### src/rtl/pim_seq_pkg.sv
// Shared types and constants for the PIM register-file sequencer.
package pim_seq_pkg;

  typedef enum logic [2:0] {
    IDLE,
    LOAD,
    EXEC,
    UPDATE,
    MOV,
    MOV_WAIT
  } state_t;

  localparam int UPD_DEST = 0;
  localparam int UPD_SRC1 = 1;
  localparam int UPD_SRC2 = 2;
  localparam int UPD_IW1  = 3;
  localparam int UPD_IW2  = 4;
  localparam int UPD_IMM  = 5;

  localparam logic [3:0] CW_MOV = 4'b0001;
  localparam logic [3:0] CW_NOP = 4'b0000;

endpackage

### src/rtl/exec_watchdog.sv
// Counts EXEC cycles and flags the last cycle the crossbar is allowed to take.
module exec_watchdog #(
  parameter int EXEC_TIMEOUT = 1024,
  parameter int CNT_W        = 11
) (
  input  logic clk,
  input  logic rst_n,
  input  logic clr,
  input  logic en,
  output logic expire
);

  logic [CNT_W-1:0] cnt;

  always_ff @(posedge clk) begin
    if (!rst_n)   cnt <= '0;
    else if (clr) cnt <= '0;
    else if (en)  cnt <= cnt + CNT_W'(1);
  end

  assign expire = en && (cnt == CNT_W'(EXEC_TIMEOUT - 1));

endmodule

### src/rtl/pim_regfile_sequencer.sv
// Sequences register-file load, crossbar execution and base-register updates
// for one PIM instruction or register MOV per handshake.
module pim_regfile_sequencer
  import pim_seq_pkg::*;
#(
  parameter int INSTR_W      = 64,
  parameter int EXEC_TIMEOUT = 1024,
  parameter int CNT_W        = 11
) (
  input  logic               clk,
  input  logic               rst_n,
  input  logic               instr_valid,
  output logic               instr_ready,
  input  logic [INSTR_W-1:0] instr_data,
  input  logic               instr_is_mov,
  input  logic [5:0]         instr_upd_mask,
  input  logic [3:0]         mov_src_in,
  input  logic [3:0]         mov_dest_in,
  output logic [INSTR_W-1:0] PIM_instr,
  output logic               PIM_load,
  output logic [3:0]         CW_opcode,
  output logic [3:0]         mov_src_bin,
  output logic [3:0]         mov_dest_bin,
  output logic               ubr_dest,
  output logic               ubr_src1,
  output logic               ubr_src2,
  output logic               ubr_iw1,
  output logic               ubr_iw2,
  output logic               sri_imm,
  output logic               exec_start,
  input  logic               exec_done,
  output logic               busy,
  output logic               timeout_err
);

  state_t     state, state_n;
  logic [5:0] mask;
  logic       accept, expire, to_hit, upd;

  exec_watchdog #(.EXEC_TIMEOUT(EXEC_TIMEOUT), .CNT_W(CNT_W)) u_wdog (
    .clk    (clk),
    .rst_n  (rst_n),
    .clr    (state == LOAD),
    .en     (state == EXEC),
    .expire (expire)
  );

  always_ff @(posedge clk) begin
    if (!rst_n) state <= IDLE;
    else        state <= state_n;
  end

  always_comb begin
    state_n = state;
    accept  = (state == IDLE) && instr_valid && instr_ready;
    to_hit  = 1'b0;
    case (state)
      IDLE:     if (accept) state_n = instr_is_mov ? MOV : LOAD;
      LOAD:     state_n = EXEC;
      // exec_done takes priority over a same-cycle watchdog expiry
      EXEC: begin
        if (exec_done) state_n = UPDATE;
        else if (expire) begin
          state_n = IDLE;
          to_hit  = 1'b1;
        end
      end
      UPDATE:   state_n = IDLE;
      MOV:      state_n = MOV_WAIT;
      MOV_WAIT: state_n = IDLE;
      default:  state_n = IDLE;
    endcase
  end

  assign upd = (state_n == UPDATE);

  // Outputs are decoded from the next state so every strobe is a flop.
  always_ff @(posedge clk) begin
    if (!rst_n) begin
      instr_ready  <= 1'b0;
      busy         <= 1'b0;
      PIM_load     <= 1'b0;
      exec_start   <= 1'b0;
      CW_opcode    <= CW_NOP;
      ubr_dest     <= 1'b0;
      ubr_src1     <= 1'b0;
      ubr_src2     <= 1'b0;
      ubr_iw1      <= 1'b0;
      ubr_iw2      <= 1'b0;
      sri_imm      <= 1'b0;
      timeout_err  <= 1'b0;
      PIM_instr    <= '0;
      mask         <= '0;
      mov_src_bin  <= '0;
      mov_dest_bin <= '0;
    end else begin
      instr_ready <= (state_n == IDLE);
      busy        <= (state_n != IDLE);
      PIM_load    <= (state_n == LOAD);
      exec_start  <= (state == LOAD);
      CW_opcode   <= (state_n == MOV) ? CW_MOV : CW_NOP;
      ubr_dest    <= upd & mask[UPD_DEST];
      ubr_src1    <= upd & mask[UPD_SRC1];
      ubr_src2    <= upd & mask[UPD_SRC2];
      ubr_iw1     <= upd & mask[UPD_IW1];
      ubr_iw2     <= upd & mask[UPD_IW2];
      sri_imm     <= upd & mask[UPD_IMM];
      if (to_hit) timeout_err <= 1'b1;
      if (accept) begin
        PIM_instr <= instr_data;
        mask      <= instr_upd_mask;
        if (instr_is_mov) begin
          mov_src_bin  <= mov_src_in;
          mov_dest_bin <= mov_dest_in;
        end
      end
    end
  end

endmodule

### config.mk
export PLATFORM = sky130hd
export DESIGN_NAME = pim_regfile_sequencer
export DESIGN_NICKNAME = d
export VERILOG_FILES = /design/src/rtl/pim_seq_pkg.sv /design/src/rtl/exec_watchdog.sv /design/src/rtl/pim_regfile_sequencer.sv
export SDC_FILE = /design/constraint.sdc
export NUM_CORES = 1
export LEC_CHECK = 0
export BUFFER_PORTS_ARGS = -buffer_cell sky130_fd_sc_hd__clkbuf_2
export CAP_MARGIN = 20
export CORE_MARGIN = 8
export CORE_UTILIZATION = 51
export DETAILED_ROUTE_END_ITERATION = 16
export HOLD_SLACK_MARGIN = 0.1
export PLACE_DENSITY = 0.82
export SYNTH_ARGS = -nofsm -noshare
export SYNTH_HDL_FRONTEND = slang
export SYNTH_HIERARCHICAL = 1
export SYNTH_SLANG_ARGS = --single-unit
### constraint.sdc
create_clock -name clk -period 3.5 [get_ports clk]
set_input_delay 0 -clock clk [delete_from_list [all_inputs] [get_ports clk]]
set_output_delay 0 -clock clk [all_outputs]
set_load 0.01 [all_outputs]
==> results.ini, run 1 <==
[route]
drt-wirelength-per-cell_um=14.8
route.antenna.remaining_nets=0
vias=3891
drt_first_pass_iters=4
drt_drc_violations_left=0
post_drt_via_cell_ratio=4.91
route.final.wire_length_um=11700
dr.first_iter.drc_count=209

[setup_path]
cp_cell_sequence=nor3b_2 -> buf_4 -> nand4_1 -> nor4_2 -> nand2b_1 -> a21boi_1 -> o21ai_0 -> nor3_1
path_buf_inv=1
cp_slowest_stage_delay_ps=440
cell_with_the_largest_stage_delay_on_the_worst_path=sky130_fd_sc_hd__dfxtp_1
sort_of_element_at_the_end_of_the_critical_path=register
worst_ep_arrival_time_ps=2580
critPathMaxFanout=9
timing.critical_path.max_delay_family=simple AND/OR/NAND/NOR gates
worstSetupPathType=reg -> reg
critPathLaunchType=register
cp_data_required_time_ps=3770

[clock_network]
clockBufferDepth=2
htree_depth=3
cts_made_buffers=9
cts_setup_buffers=0
tritoncts=done
number_of_buffers_added_to_fix_hold_violations_after_cts=82
post_cts_resize_count=0
cts_root_buf=sky130_fd_sc_hd__clkbuf_8
clk_latency_ps=340
clock_sink_count=104
clkSlewWorstSetupHoldPaths_ps=90

[sta]
timing.final.crit_period_ps=2310
fin_skew_ps=6.55
layout_worst_path_cycle_share=0.661
max_slew.worst_pin.slew_ps=941
remaining_max_slew_budget_at_the_tightest_pin=0.373
totalNegativeSetupSlack_ps=0
final-hold-violation-count=0
fin_hold_ws_ps=417
setup-violations-final=0
fmaxAchievable_ghz=0.432
worst_setup_margin_ps=1190
unrepaired_setup_endpoints_after_global_routing=false
report.final.slew_viol_count=0

[final_layout]
antennaDiodeCount=0
finalInstanceArea_um2=5780
layout-drive-gt1-share=0.280
layout_common_cells=166 x sky130_fd_sc_hd__clkbuf_2, 154 x sky130_fd_sc_hd__nand2_1, 104 x sky130_fd_sc_hd__dfxtp_1, 82 x sky130_fd_sc_hd__dlygate4sd3_1, 71 x sky130_fd_sc_hd__a21boi_1
area.growth.synth_to_final_pct=44.4
mostFrequentLayoutCell=sky130_fd_sc_hd__clkbuf_2
fin_nets=771
non_filler_instances=792
end_of_flow_core_utilization=0.756

[floorplan]
start_util=0.523
die-area_um2=10900
core_footprint_um2=7650
floorplan.io_pins=170
die-width_um=105
chipHeight_um=105
row_count=32

[pwr]
vdd_ir_drop_max_uv=230
power.density_nw_per_um2=434
total_power_mw=2.51
power_leakage_nw=2.53

[synthesis]
synth_async_sr_flop_share=0
edff_count_synth=0
netlist_area_um2=4000
synth-seq-area-share=0.520
postSynth.topFlopCell=sky130_fd_sc_hd__dfxtp_1
ys.warnings.count=6
synth.lib_cells_used.distinct=42
syn_avg_cell_area_um2=8.81
postSynthRegisterBits=104
cell_count_after_synthesis=454

[grt]
grt_first_pass_wirelength_um=19300
antenna_found_initial=0
grt_start_max_net_pins=59
grt_usage=0.211
first_global_vias=3946
grt_remaining_overflow=0

[placement]
post_dp_cell_area_um2=4780
placed_cells_incl_taps=696
io_buffer_count=166
detailedPlacementHpwl_um=7150
gp_routability_congestion=0.859
place_ws_ps=1190

[hold_path]
min-delay-path-class=in -> reg

[run]
max_cap_viol_count=0

[outcome]
status=finished clean

final timing paths:
kind	from	to	slack [ps]	cells past startpoint
max reg2reg	state[1]$_SDFF_PN0_	PIM_load$_SDFF_PN0_	1190	8
min	instr_data[42]	PIM_instr[42]$_SDFFE_PN0N_	420	4
min reg2reg	mask[1]$_SDFFE_PN0N_	mask[1]$_SDFFE_PN0N_	450	2
max	state[1]$_SDFF_PN0_	PIM_load$_SDFF_PN0_	1190	8
cell families after synthesis:
kind of cell,count (synthesis),share of synthesized area
buf+inv,35,0.0588
mux,1,0.00250
compound gates,99,0.174
fa+ha+maj,1,0.00313
other cells,1,0.000937
flops,104,0.520
simple gates,209,0.231
xor+xnor,4,0.00876
area by class of cell:
class                      instances  area (um^2)
sequential                       104         2080
fill                             551         1870
multi-input combinational        317         1700
timing repair buffer             253         1690
clock buffer                      11          131
tap                              102          128
clock inverter                     3         45.0
inverter                           2         7.51
sequential cells by signal (all words and copies together) (netlist names):
signal and flops:
CW_opcode 1, busy 1, ubr_src1 1, u_wdog/cnt 11
mask 6, exec_start 1, sri_imm 1, PIM_instr 64
mov_src_bin 4, mov_dest_bin 4, PIM_load 1, ubr_dest 1
state 3, timeout_err 1, ubr_iw2 1, ubr_src2 1
instr_ready 1, ubr_iw1 1
tightest hold or removal path, delay by kind of cell:
kind / cells / cell delay [ps]
simple gates: 1 / 50
compound gates: 1 / 50
buf+inv: 2 / 630
layer usage:
layer  track usage  wire length, um  up-vias
met3        0.0651              944       26
li1              -                -     1945
met5             0                0        -
met1         0.232             4670     1780
met2         0.364             5740      140
met4         0.101              350        0
power breakdown:
group	total [mW]	internal, mW	switching, mW
clock	0.694	0.324	0.370
combinational	0.497	0.228	0.269
sequential	1.32	1.27	0.0494
synthesized netlist by cell type (5+ instances only):
library cell | instances | area [um^2]
sky130_fd_sc_hd__nand2_1 | 154 | 578
sky130_fd_sc_hd__buf_4 | 8 | 60.1
sky130_fd_sc_hd__clkbuf_1 | 12 | 45.0
sky130_fd_sc_hd__dfxtp_1 | 104 | 2080
sky130_fd_sc_hd__a21boi_1 | 71 | 533
sky130_fd_sc_hd__a21oi_1 | 5 | 25.0
sky130_fd_sc_hd__buf_6 | 8 | 90.1
sky130_fd_sc_hd__nand2b_1 | 6 | 37.5
sky130_fd_sc_hd__o21ai_0 | 14 | 70.1
sky130_fd_sc_hd__nand3_1 | 8 | 40.0
sky130_fd_sc_hd__and2_1 | 7 | 43.8
sky130_fd_sc_hd__nor2_1 | 13 | 48.8
No activity file was read; power rests on OpenSTA's default activity.
==> inputs of run 2 (changes only) <==
- CORE_UTILIZATION: 51 -> 43
- PLACE_DENSITY: 0.82 -> 0.73
- clock period: 3.5 -> 2 ns (I/O delays scaled with it)
==> results.ini, run 2 (synthesized netlist as in run 1, its figures left out) <==
[floorplan]
die-area_um2=12600  ; +16%
die-width_um=112  ; +7.5%
floorplan.io_pins=170  ; unchanged
start_util=0.437  ; -0.0860
core_footprint_um2=9150  ; +20%
chipHeight_um=112  ; +7.5%
row_count=35  ; +9.4%

[grt]
antenna_found_initial=0  ; unchanged
grt_remaining_overflow=0  ; unchanged
grt_first_pass_wirelength_um=18900  ; -2.0%
grt_usage=0.181  ; -0.0301
grt_start_max_net_pins=51  ; -14%
first_global_vias=4025  ; +2.0%

[sta]
fin_skew_ps=11.2  ; +4.66 ps
totalNegativeSetupSlack_ps=0  ; unchanged
timing.final.crit_period_ps=1770  ; -547 ps
fin_hold_ws_ps=199  ; -217 ps
remaining_max_slew_budget_at_the_tightest_pin=0.669  ; +0.296
fmaxAchievable_ghz=0.566  ; +31%
max_slew.worst_pin.slew_ps=496  ; -445 ps
final-hold-violation-count=0  ; unchanged
report.final.slew_viol_count=0  ; unchanged
setup-violations-final=0  ; unchanged
layout_worst_path_cycle_share=0.883  ; +0.222
unrepaired_setup_endpoints_after_global_routing=false

[final_layout]
multi_input_comb_area_um2=1710  ; +0.74%
layout-drive-gt1-share=0.292  ; +0.0124
layout_common_cells=166 x sky130_fd_sc_hd__clkbuf_2, 154 x sky130_fd_sc_hd__nand2_1, 102 x sky130_fd_sc_hd__dfxtp_1, 82 x sky130_fd_sc_hd__dlygate4sd3_1, 70 x sky130_fd_sc_hd__a21boi_1
finalInstanceArea_um2=5860  ; +1.5%
area.growth.synth_to_final_pct=46.5
final-seq-area_um2=2080  ; +0.12%
reg.largest.list=PIM_instr x64, u_wdog/cnt x11, mask x6
max_ffs_per_register=64  ; unchanged
mostFrequentLayoutCell=sky130_fd_sc_hd__clkbuf_2
fin_nets=774  ; +0.39%
antennaDiodeCount=0  ; unchanged
largest_register=PIM_instr
fill_cells=747  ; +36%

[route]
drt_drc_violations_left=0  ; unchanged
drt-wirelength-per-cell_um=14.3  ; -3.5%
route.final.wire_length_um=11500  ; -1.8%
post_drt_via_cell_ratio=4.83  ; -1.8%
route.antenna.remaining_nets=0  ; unchanged
vias=3890  ; -0.026%
drt_first_pass_iters=5  ; +1
dr.first_iter.drc_count=270  ; +29%

[placement]
io_buffer_count=166  ; unchanged
gp_routability_congestion=0.835  ; -2.8%
post_dp_cell_area_um2=4840  ; +1.3%
detailedPlacementHpwl_um=7360  ; +2.9%

[setup_path]
critPathMaxFanout=4  ; -5
sort_of_element_at_the_end_of_the_critical_path=register
cp_data_required_time_ps=2270  ; -1500 ps
r2r_slack_ps=230  ; -950 ps
worstSetupPathType=reg -> reg
worst_ep_arrival_time_ps=2040  ; -540 ps
critPathLaunchType=register

[clock_network]
clockBufferDepth=2  ; unchanged
tritoncts=done
clock_sink_count=104  ; unchanged
cts_root_buf=sky130_fd_sc_hd__clkbuf_8
htree_depth=3  ; unchanged
clk_latency_ps=350  ; about the same
clkSlewWorstSetupHoldPaths_ps=100  ; about the same
cts_made_buffers=9  ; unchanged

[pwr]
total_power_mw=4.42  ; +76%
power.density_nw_per_um2=754  ; +74%
power_leakage_nw=2.58  ; +1.7%
vdd_ir_drop_max_uv=368  ; +60%

[run]
max_cap_viol_count=0  ; unchanged

[hold_path]
min-delay-path-class=in -> reg

[outcome]
status=finished clean

[run 2: path summary, 6_finish.rpt]
path,startpoint,end,cells past startpoint
worst min-delay path,rst_n,busy$_SDFF_PN0_,2
worst min register to register,PIM_instr[35]$_SDFFE_PN0N_,PIM_instr[35]$_SDFFE_PN0N_,2
worst max-delay path,u_wdog/cnt[0]$_SDFFE_PP0P_,PIM_load$_SDFF_PN0_,7
worst max register to register,u_wdog/cnt[0]$_SDFFE_PP0P_,PIM_load$_SDFF_PN0_,7
[run 2: area by class of cell]
type | count | area share
clock inverter | 6 | 0.00832
sequential | 104 | 0.356
tap | 111 | 0.0237
inverter | 2 | 0.00128
timing repair buffer | 256 | 0.296
multi-input combinational | 317 | 0.291
clock buffer | 10 | 0.0235
[run 2: report_power, final]
group / leakage (nW) / switching [mW] / internal (mW)
sequential: 0.845 / 0.0857 / 2.22
clock: 0.0981 / 0.722 / 0.506
combinational: 1.63 / 0.466 / 0.421
[run 2: metal layers]
| layer | vias to the layer above | track usage | wire length, um |
|---|---|---|---|
| met5 | - | 0 | 0 |
| met4 | 0 | 0.0944 | 350 |
| met3 | 25 | 0.0515 | 800 |
| met2 | 129 | 0.327 | 5830 |
| met1 | 1780 | 0.186 | 4510 |
| li1 | 1956 | - | - |
[run 2: worst max-delay path: stages, from the launching register on]
cell	delay, ps
sky130_fd_sc_hd__dfxtp_1	420
sky130_fd_sc_hd__ha_1	210
sky130_fd_sc_hd__nand4_1	180
sky130_fd_sc_hd__nor4_4	230
sky130_fd_sc_hd__nand2b_1	110
sky130_fd_sc_hd__a21boi_2	220
sky130_fd_sc_hd__o21ai_0	130
sky130_fd_sc_hd__nor3_1	200
[run 2: through the flow]
stage,cells,utilization,setup slack (ps)
3_3_place_gp,708,0.529,265
2_1_floorplan,456,-,78.2
6_report,806,0.640,234
5_1_grt,806,0.640,12.8
3_5_place_dp,708,0.529,170
4_1_cts,806,0.639,124
[run 2: repair_timing]
action                                 in CTS  in global routing
gates resized for setup                     0                  3
setup endpoints to repair                   0                  8
hold buffers                               82                  0
buffers inserted                            0                  0
endpoints found under the hold margin      84                  0
